--- src/rtl/seg_scan_ctrl.sv ---
// Four-digit common-anode seven-segment scan controller.
// Frame-synchronous value updates, per-slot ghost guard and leading-zero blanking.
module seg_scan_ctrl #(
    parameter int REFRESH_DIV  = 100000,
    parameter int BLANK_CYCLES = 2,
    parameter int LZ_BLANK     = 1
) (
    input  logic        CLK100MHZ,
    input  logic        RSTN,
    input  logic        en,
    input  logic [15:0] val_in,
    input  logic        val_valid,
    output logic        update_ack,
    output logic        frame_done,
    output logic [3:0]  an,
    output logic [6:0]  seg
);

    localparam int CW = (REFRESH_DIV > 1) ? $clog2(REFRESH_DIV) : 1;
    localparam logic [CW-1:0] CNT_LAST  = CW'(REFRESH_DIV - 1);
    localparam logic [CW-1:0] CNT_BLANK = CW'(BLANK_CYCLES);

    logic [CW-1:0] cnt_reg, cnt_next;
    logic [1:0]    idx_reg, idx_next;
    logic [15:0]   shadow_reg, shadow_next;
    logic [15:0]   pend_reg, pend_next;
    logic          pending_reg, pending_next;
    logic [3:0]    an_reg, an_next;
    logic [6:0]    seg_reg, seg_next;
    logic          ack_reg, ack_next;
    logic          frame_done_reg, frame_done_next;

    logic [3:0]    digit [4];
    logic [3:0]    lz_dark;
    logic          cnt_last;
    logic          boundary;

    function automatic logic [6:0] decode(input logic [3:0] d);
        logic [6:0] p;
        case (d)
            4'd0:    p = 7'b1000000;
            4'd1:    p = 7'b1111001;
            4'd2:    p = 7'b0100100;
            4'd3:    p = 7'b0110000;
            4'd4:    p = 7'b0011001;
            4'd5:    p = 7'b0010010;
            4'd6:    p = 7'b0000010;
            4'd7:    p = 7'b1111000;
            4'd8:    p = 7'b0000000;
            4'd9:    p = 7'b0010000;
            default: p = 7'b0111111;
        endcase
        return p;
    endfunction

    // A digit is suppressed when it and every digit above it are zero; digit 0 always shows.
    generate
        for (genvar gi = 0; gi < 4; gi++) begin : g_digit
            assign digit[gi] = shadow_reg[4*gi +: 4];
            if (gi == 0) begin : g_units
                assign lz_dark[gi] = 1'b0;
            end else begin : g_upper
                assign lz_dark[gi] = (LZ_BLANK != 0) && (shadow_reg[15:4*gi] == '0);
            end
        end
    endgenerate

    assign cnt_last = (cnt_reg == CNT_LAST);
    assign boundary = en && (idx_reg == 2'd3) && cnt_last;

    always_comb begin
        cnt_next        = cnt_reg;
        idx_next        = idx_reg;
        shadow_next     = shadow_reg;
        pend_next       = pend_reg;
        pending_next    = pending_reg;
        an_next         = 4'b1111;
        seg_next        = 7'b1111111;
        ack_next        = 1'b0;
        frame_done_next = 1'b0;

        if (en) begin
            if ((cnt_reg >= CNT_BLANK) && !lz_dark[idx_reg]) begin
                an_next  = ~(4'b0001 << idx_reg);
                seg_next = decode(digit[idx_reg]);
            end
            if (cnt_last) begin
                cnt_next = '0;
                idx_next = idx_reg + 2'd1;
            end else begin
                cnt_next = cnt_reg + 1'b1;
            end
            frame_done_next = boundary;
        end

        // A strobe landing on the boundary itself is newer than anything pending.
        if (boundary && val_valid) begin
            shadow_next  = val_in;
            pending_next = 1'b0;
            ack_next     = 1'b1;
        end else if (boundary && pending_reg) begin
            shadow_next  = pend_reg;
            pending_next = 1'b0;
            ack_next     = 1'b1;
        end else if (val_valid) begin
            pend_next    = val_in;
            pending_next = 1'b1;
        end
    end

    always_ff @(posedge CLK100MHZ) begin
        if (!RSTN) begin
            cnt_reg        <= '0;
            idx_reg        <= 2'd0;
            shadow_reg     <= 16'h0000;
            pend_reg       <= 16'h0000;
            pending_reg    <= 1'b0;
            an_reg         <= 4'b1111;
            seg_reg        <= 7'b1111111;
            ack_reg        <= 1'b0;
            frame_done_reg <= 1'b0;
        end else begin
            cnt_reg        <= cnt_next;
            idx_reg        <= idx_next;
            shadow_reg     <= shadow_next;
            pend_reg       <= pend_next;
            pending_reg    <= pending_next;
            an_reg         <= an_next;
            seg_reg        <= seg_next;
            ack_reg        <= ack_next;
            frame_done_reg <= frame_done_next;
        end
    end

    assign an         = an_reg;
    assign seg        = seg_reg;
    assign update_ack = ack_reg;
    assign frame_done = frame_done_reg;

endmodule
--- config.mk ---
export PLATFORM = sky130hd
export DESIGN_NAME = seg_scan_ctrl
export DESIGN_NICKNAME = d
export VERILOG_FILES = /design/src/rtl/seg_scan_ctrl.sv
export SDC_FILE = /design/constraint.sdc
export NUM_CORES = 1
export LEC_CHECK = 0
export ABC_AREA = 0
export ABC_CLOCK_PERIOD_IN_PS = 2680
export BUFFER_PORTS_ARGS = -buffer_cell sky130_fd_sc_hd__buf_2
export CORE_MARGIN = 3
export CORE_UTILIZATION = 62
export CTS_CLUSTER_DIAMETER = 200
export DETAILED_ROUTE_END_ITERATION = 6
export HOLD_SLACK_MARGIN = 0.06
export MAX_ROUTING_LAYER = met4
export PLACE_DENSITY = 0.84
export SLEW_MARGIN = 20
export SYNTH_ARGS = -nofsm -noshare
export SYNTH_HDL_FRONTEND = slang
export SYNTH_SLANG_ARGS = --single-unit
--- constraint.sdc ---
create_clock -name CLK100MHZ -period 2.68 [get_ports CLK100MHZ]
set_input_delay 0.67 -clock CLK100MHZ [delete_from_list [all_inputs] [get_ports CLK100MHZ]]
set_output_delay 0.67 -clock CLK100MHZ [all_outputs]
set_load 0.005 [all_outputs]
==> results of run 1 <==
-- layer usage --
| layer | wire (µm) | vias to the layer above | track usage [%] |
|---|---|---|---|
| met5 | 0 | - | - |
| met4 | 54 | 0 | 9.78 |
| met3 | 391 | 6 | 3.66 |
| met2 | 2960 | 68 | 35.0 |
| met1 | 2840 | 1156 | 30.2 |
| li1 | - | 1245 | - |
-- power by group --
part	internal, mW	total, mW	switching, mW
Clock	0.544	0.893	0.350
Sequential	0.992	1.01	0.0143
Combinational	0.0503	0.122	0.0721
Total	1.59	2.02	0.436
-- worst register-to-register path: cells and delay by family, from the launching register on --
family | cells | cell delay (ns)
compound gates | 1 | 0.42
fa+ha+maj | 1 | 0.20
flops | 1 | 0.42
simple gates | 3 | 0.98
-- area by class of cell --
| class | count | area, µm² | share of cell area (%) |
|---|---|---|---|
| Clock buffer | 12 | 145 | 4.25 |
| Clock inverter | 3 | 65.1 | 1.90 |
| Inverter | 10 | 37.5 | 1.10 |
| Multi-Input combinational cell | 231 | 1590 | 46.5 |
| Sequential cell | 65 | 1300 | 38.1 |
| Tap cell | 65 | 81.3 | 2.38 |
| Timing Repair Buffer | 37 | 198 | 5.79 |
-- stage by stage --
| stage | cell area [µm²] | power [mW] | hold slack (ns) |
|---|---|---|---|
| 6_report | 3420 | 2.02 | 0.463 |
| 5_1_grt | 3420 | 2.08 | 0.489 |
| 4_1_cts | 3420 | 2.04 | 0.465 |
| 3_5_place_dp | 3210 | 1.15 | 0.455 |
| 3_3_place_gp | 3210 | 1.14 | 0.445 |
| 2_1_floorplan | 3060 | 1.11 | 0.437 |
-- layout by cell type (no fill, tap or decap), types with 5 or more instances in the layout --
master,netlist,routed
o21ai_0,10,9
nand3_1,8,8
a22oi_1,14,14
xnor2_1,5,5
dfxtp_1,65,65
nor2_1,16,16
inv_1,10,10
nand2_1,55,55
o32ai_1,14,14
mux2i_1,18,18
and3_1,5,5
nor3_1,5,5
buf_4,1,5
nand4_1,10,10
clkbuf_8,0,10
a21oi_1,9,9
xor2_1,7,7
or4_1,5,5
buf_2,6,32
ha_1,11,11
-- path summary, 6_finish.rpt --
| path | from | endpoint | cells after the start |
|---|---|---|---|
| max | cnt_reg[1] | shadow_reg[14] | 5 |
| min | pend_reg[6] | pend_reg[6] | 2 |
| max reg2reg | cnt_reg[1] | shadow_reg[14] | 5 |
| min reg2reg | pend_reg[6] | pend_reg[6] | 2 |
-- synthesized netlist by cell type (8+ instances only) --
cell type and instances:
dfxtp_1 65, nand2_1 55, mux2i_1 18, nor2_1 16
a22oi_1 14, clkbuf_1 14, o32ai_1 14, ha_1 11
inv_1 10, nand4_1 10, o21ai_0 10, a21oi_1 9
nand3_1 8
-- logic make-up after synthesis --
| logic type | share of synthesized area (%) |
|---|---|
| AO/OA/AOI/OAI | 14.2 |
| buffers and inverters | 5.41 |
| XOR/XNOR | 3.44 |
| AND/OR/NAND/NOR | 21.0 |
| flip-flops | 42.6 |
| multiplexers | 8.85 |
| adder cells (fa/ha/maj) | 4.50 |
==> reports/metrics.cfg, run 1 <==
[die]
chipWidth_um=76.2
fp.dieArea_um2=5810
ios=33
core_area_um2=4560
fp.dieH_um=76.2
initial_utilization_pct=66.9
std_cell_rows=24

[synthesis]
syn_nets=361
netlist_instances=330
netlist_area_um2=3060
synth_enable_flop_cells=0
yosys-top-cells-area=dfxtp_1, nand2_1, mux2i_1, ha_1, o32ai_1
avgSynthCellArea_um2=9.26
ys_seq_elements=65
synth.distinct_cells=45
post-synth-top-area-fraction_pct=42.6
synth_seq_area_share_pct=42.6
yosys_warnings=0
synth-main-ff-cell=dfxtp_1
async_reset_ff_share_pct=0
synth.largest_area_cell=dfxtp_1

[pwr]
peakVddDrop_mv=0.346
p_leak_nw=1.32
power_density_nw_per_um2=592

[critical_path]
crit_family=simple AND/OR/NAND/NOR gates
worst-path-max-fanout=19
crit_type=register to register
cp_slowest_cell=or2_1
cp.required_ns=2.91
crit_chain=ha_1 -> and3_1 -> nand3_4 -> or2_1 -> o41ai_1
max_stage_delay_ns=0.50
startpoint_type=register
crit_buf_inv=0
r2r_slack_ns=0.57
worst_setup_path_end_kind=register
worstPathArrival_ns=2.34

[clocking]
path_clk_slew_ns=0.07
cts_max_path_buffers=2
clock_latency_ns=0.34
numCtsBuffers=9
numClockSinks=65
root_buffer=clkbuf_8
cts_tree=built
cts_hold_buf=0
postCtsSetupBuffers=0
cts.htree.levels=3
cts_resized=0

[drt]
wl_per_cell_um=14.8
routed_via_density=5.85
wl_um=6250
drtPass1Iterations=4
ant_nets=0
route.detailed.drc=0
vias=2475
drt_iter0_drc=158

[sta]
min_period_ns=2.11
hold_viol_final=0
final-setup-viol-count=0
fin_crit_sh_pct=78.8
relSlewSlack_pct=38.8
fin_worst_skew_ns=0.0103
worstMarginPinSlew_ns=0.913
timing.final.ws_setup_ns=0.567
final.setup.tns_ns=0
fmax_mhz=473
slew_violations=0
rsz0062_at_grt=false

[finish]
fill_cells=361
antennaDiodeCount=0
area_growth_pct=11.8
final_util_pct=74.9
largest_register_ff_count=17
layout-drive-gt1-share_pct=17.6
fin_cells=423
nets=385

[outcome]
outcome=completed

[placement]
gp_congestion=0.897
portBuffers=32
dp_hpwl_um=4280
post-place-ws_ns=0.350
dp.cells=408

[grt]
grt_pass1_wl_um=10700
grt_pass1_vias=2323
antenna_found_initial=0
grtUsageTotal_pct=22.9
grt_max_degree=52
grt.overflow.total=0

[hold_path]
min_path_type=register to register

[flow_run]
max-cap-violations=0

No activity file was read; power rests on OpenSTA's default activity.
==> inputs of run 2 (changes only) <==
- ABC_CLOCK_PERIOD_IN_PS: 2680 -> 1800
- CORE_UTILIZATION: 62 -> 52
- PLACE_DENSITY: 0.84 -> 0.75
- clock period: 2.68 -> 1.8 ns (I/O delays scaled with it)
==> reports/metrics.cfg, run 2 (synthesis gave the netlist of run 1 again) <==
[sta]
worstMarginPinSlew_ns=0.603
final.setup.tns_ns=0
fmax_mhz=583
fin_worst_skew_ns=0.00859
timing.final.ws_setup_ns=0.0852
min_period_ns=1.71
hold_viol_final=0
final-setup-viol-count=0
slew_violations=0
fin_crit_sh_pct=95.3
rsz0062_at_grt=false
relSlewSlack_pct=59.4

[clocking]
path_clk_slew_ns=0.07
numCtsBuffers=9
cts.htree.levels=3
cts_tree=built
cts_max_path_buffers=2
numClockSinks=65
root_buffer=clkbuf_8
clock_latency_ns=0.35
cts_hold_buf=0

[die]
fp.dieH_um=82.7
initial_utilization_pct=54.5
ios=33
std_cell_rows=27
fp.dieArea_um2=6830
chipWidth_um=82.7
core_area_um2=5610

[finish]
fin_cells=456
antennaDiodeCount=0
nets=410
final_cell_mix=dfxtp_1, nand2_1, buf_2, buf_4, mux2i_1
final_util_pct=65.6
largest_register_ff_count=17
design_area_um2=3680
area_growth_pct=20.4
layout-drive-gt1-share_pct=26.8
final_common_cell=dfxtp_1

[drt]
wl_um=6660
vias=2591
wl_per_cell_um=14.6
routed_via_density=5.68
ant_nets=0
route.detailed.drc=0
drtPass1Iterations=4
drt_iter0_drc=140

[placement]
gp_congestion=0.850
portBuffers=32
post-place-ws_ns=-0.0129
dpl_cell_area_um2=3430
dp.cells=439
dp_hpwl_um=4710

[outcome]
outcome=completed

[grt]
grt_pass1_vias=2293
grtUsageTotal_pct=21.6
grt_max_degree=30
antenna_found_initial=0
grt.overflow.total=0
grt_pass1_wl_um=10800

[critical_path]
worstPathArrival_ns=1.98
worst-path-max-fanout=11
cp.required_ns=2.07
startpoint_type=register
crit_type=register to register
worst_setup_path_end_kind=register

[hold_path]
min_path_type=input pin to register

[pwr]
p_leak_nw=1.44
power_density_nw_per_um2=776
peakVddDrop_mv=0.607

[flow_run]
max-cap-violations=0

==> run 2: worst paths after layout <==
check,startpoint,endpoint,slack (ns),cells past startpoint
hold reg to reg,pend_reg[9],pend_reg[9],0.46,2
setup reg to reg,cnt_reg[12],pend_reg[12],0.09,6
setup / recovery,cnt_reg[12],pend_reg[12],0.09,6
hold / removal,val_in[10],pend_reg[10],0.35,3
==> run 2: critical path, cell delays in order, from the launching register on <==
cell	delay [ns]
dfxtp_1	0.37
nor4_4	0.35
nand4_2	0.16
buf_4	0.20
o21ai_4	0.17
buf_12	0.18
mux2i_2	0.21
==> run 2: per-stage QoR <==
stage / power [mW] / hold WS (ns)
2_1_floorplan: 1.65 / 0.437
3_3_place_gp: 1.72 / 0.444
3_5_place_dp: 1.73 / 0.454
4_1_cts: 2.86 / 0.343
5_1_grt: 2.96 / 0.356
6_report: 2.85 / 0.354
==> run 2: area by class of cell <==
cell class                      count  area [µm²]
Clock inverter                      4        27.5
Fill cell                         465        1930
Timing Repair Buffer               62         414
Sequential cell                    65        1310
Tap cell                           72        90.1
Multi-Input combinational cell    231        1650
Inverter                           10        37.5
Clock buffer                       12         155
==> run 2: timing repair <==
item	4_1_cts	5_1_grt
pin swaps	0	2
setup buffers	0	1
endpoints found under the setup margin	7	44
resized for setup	2	16
==> run 2: power by group <==
| group | total [mW] | internal (mW) | switching (mW) |
|---|---|---|---|
| sequential | 1.50 | 1.48 | 0.0201 |
| combinational | 0.218 | 0.0979 | 0.120 |
| clock | 1.14 | 0.572 | 0.566 |
==> run 2: layer usage <==
| layer | global-route usage (%) | up-vias | routed length, µm |
|---|---|---|---|
| li1 | - | 1291 | - |
| met1 | 29.2 | 1231 | 3250 |
| met2 | 31.0 | 57 | 3010 |
| met3 | 4.34 | 12 | 268 |
| met4 | 9.97 | 0 | 131 |
| met5 | - | - | 0 |
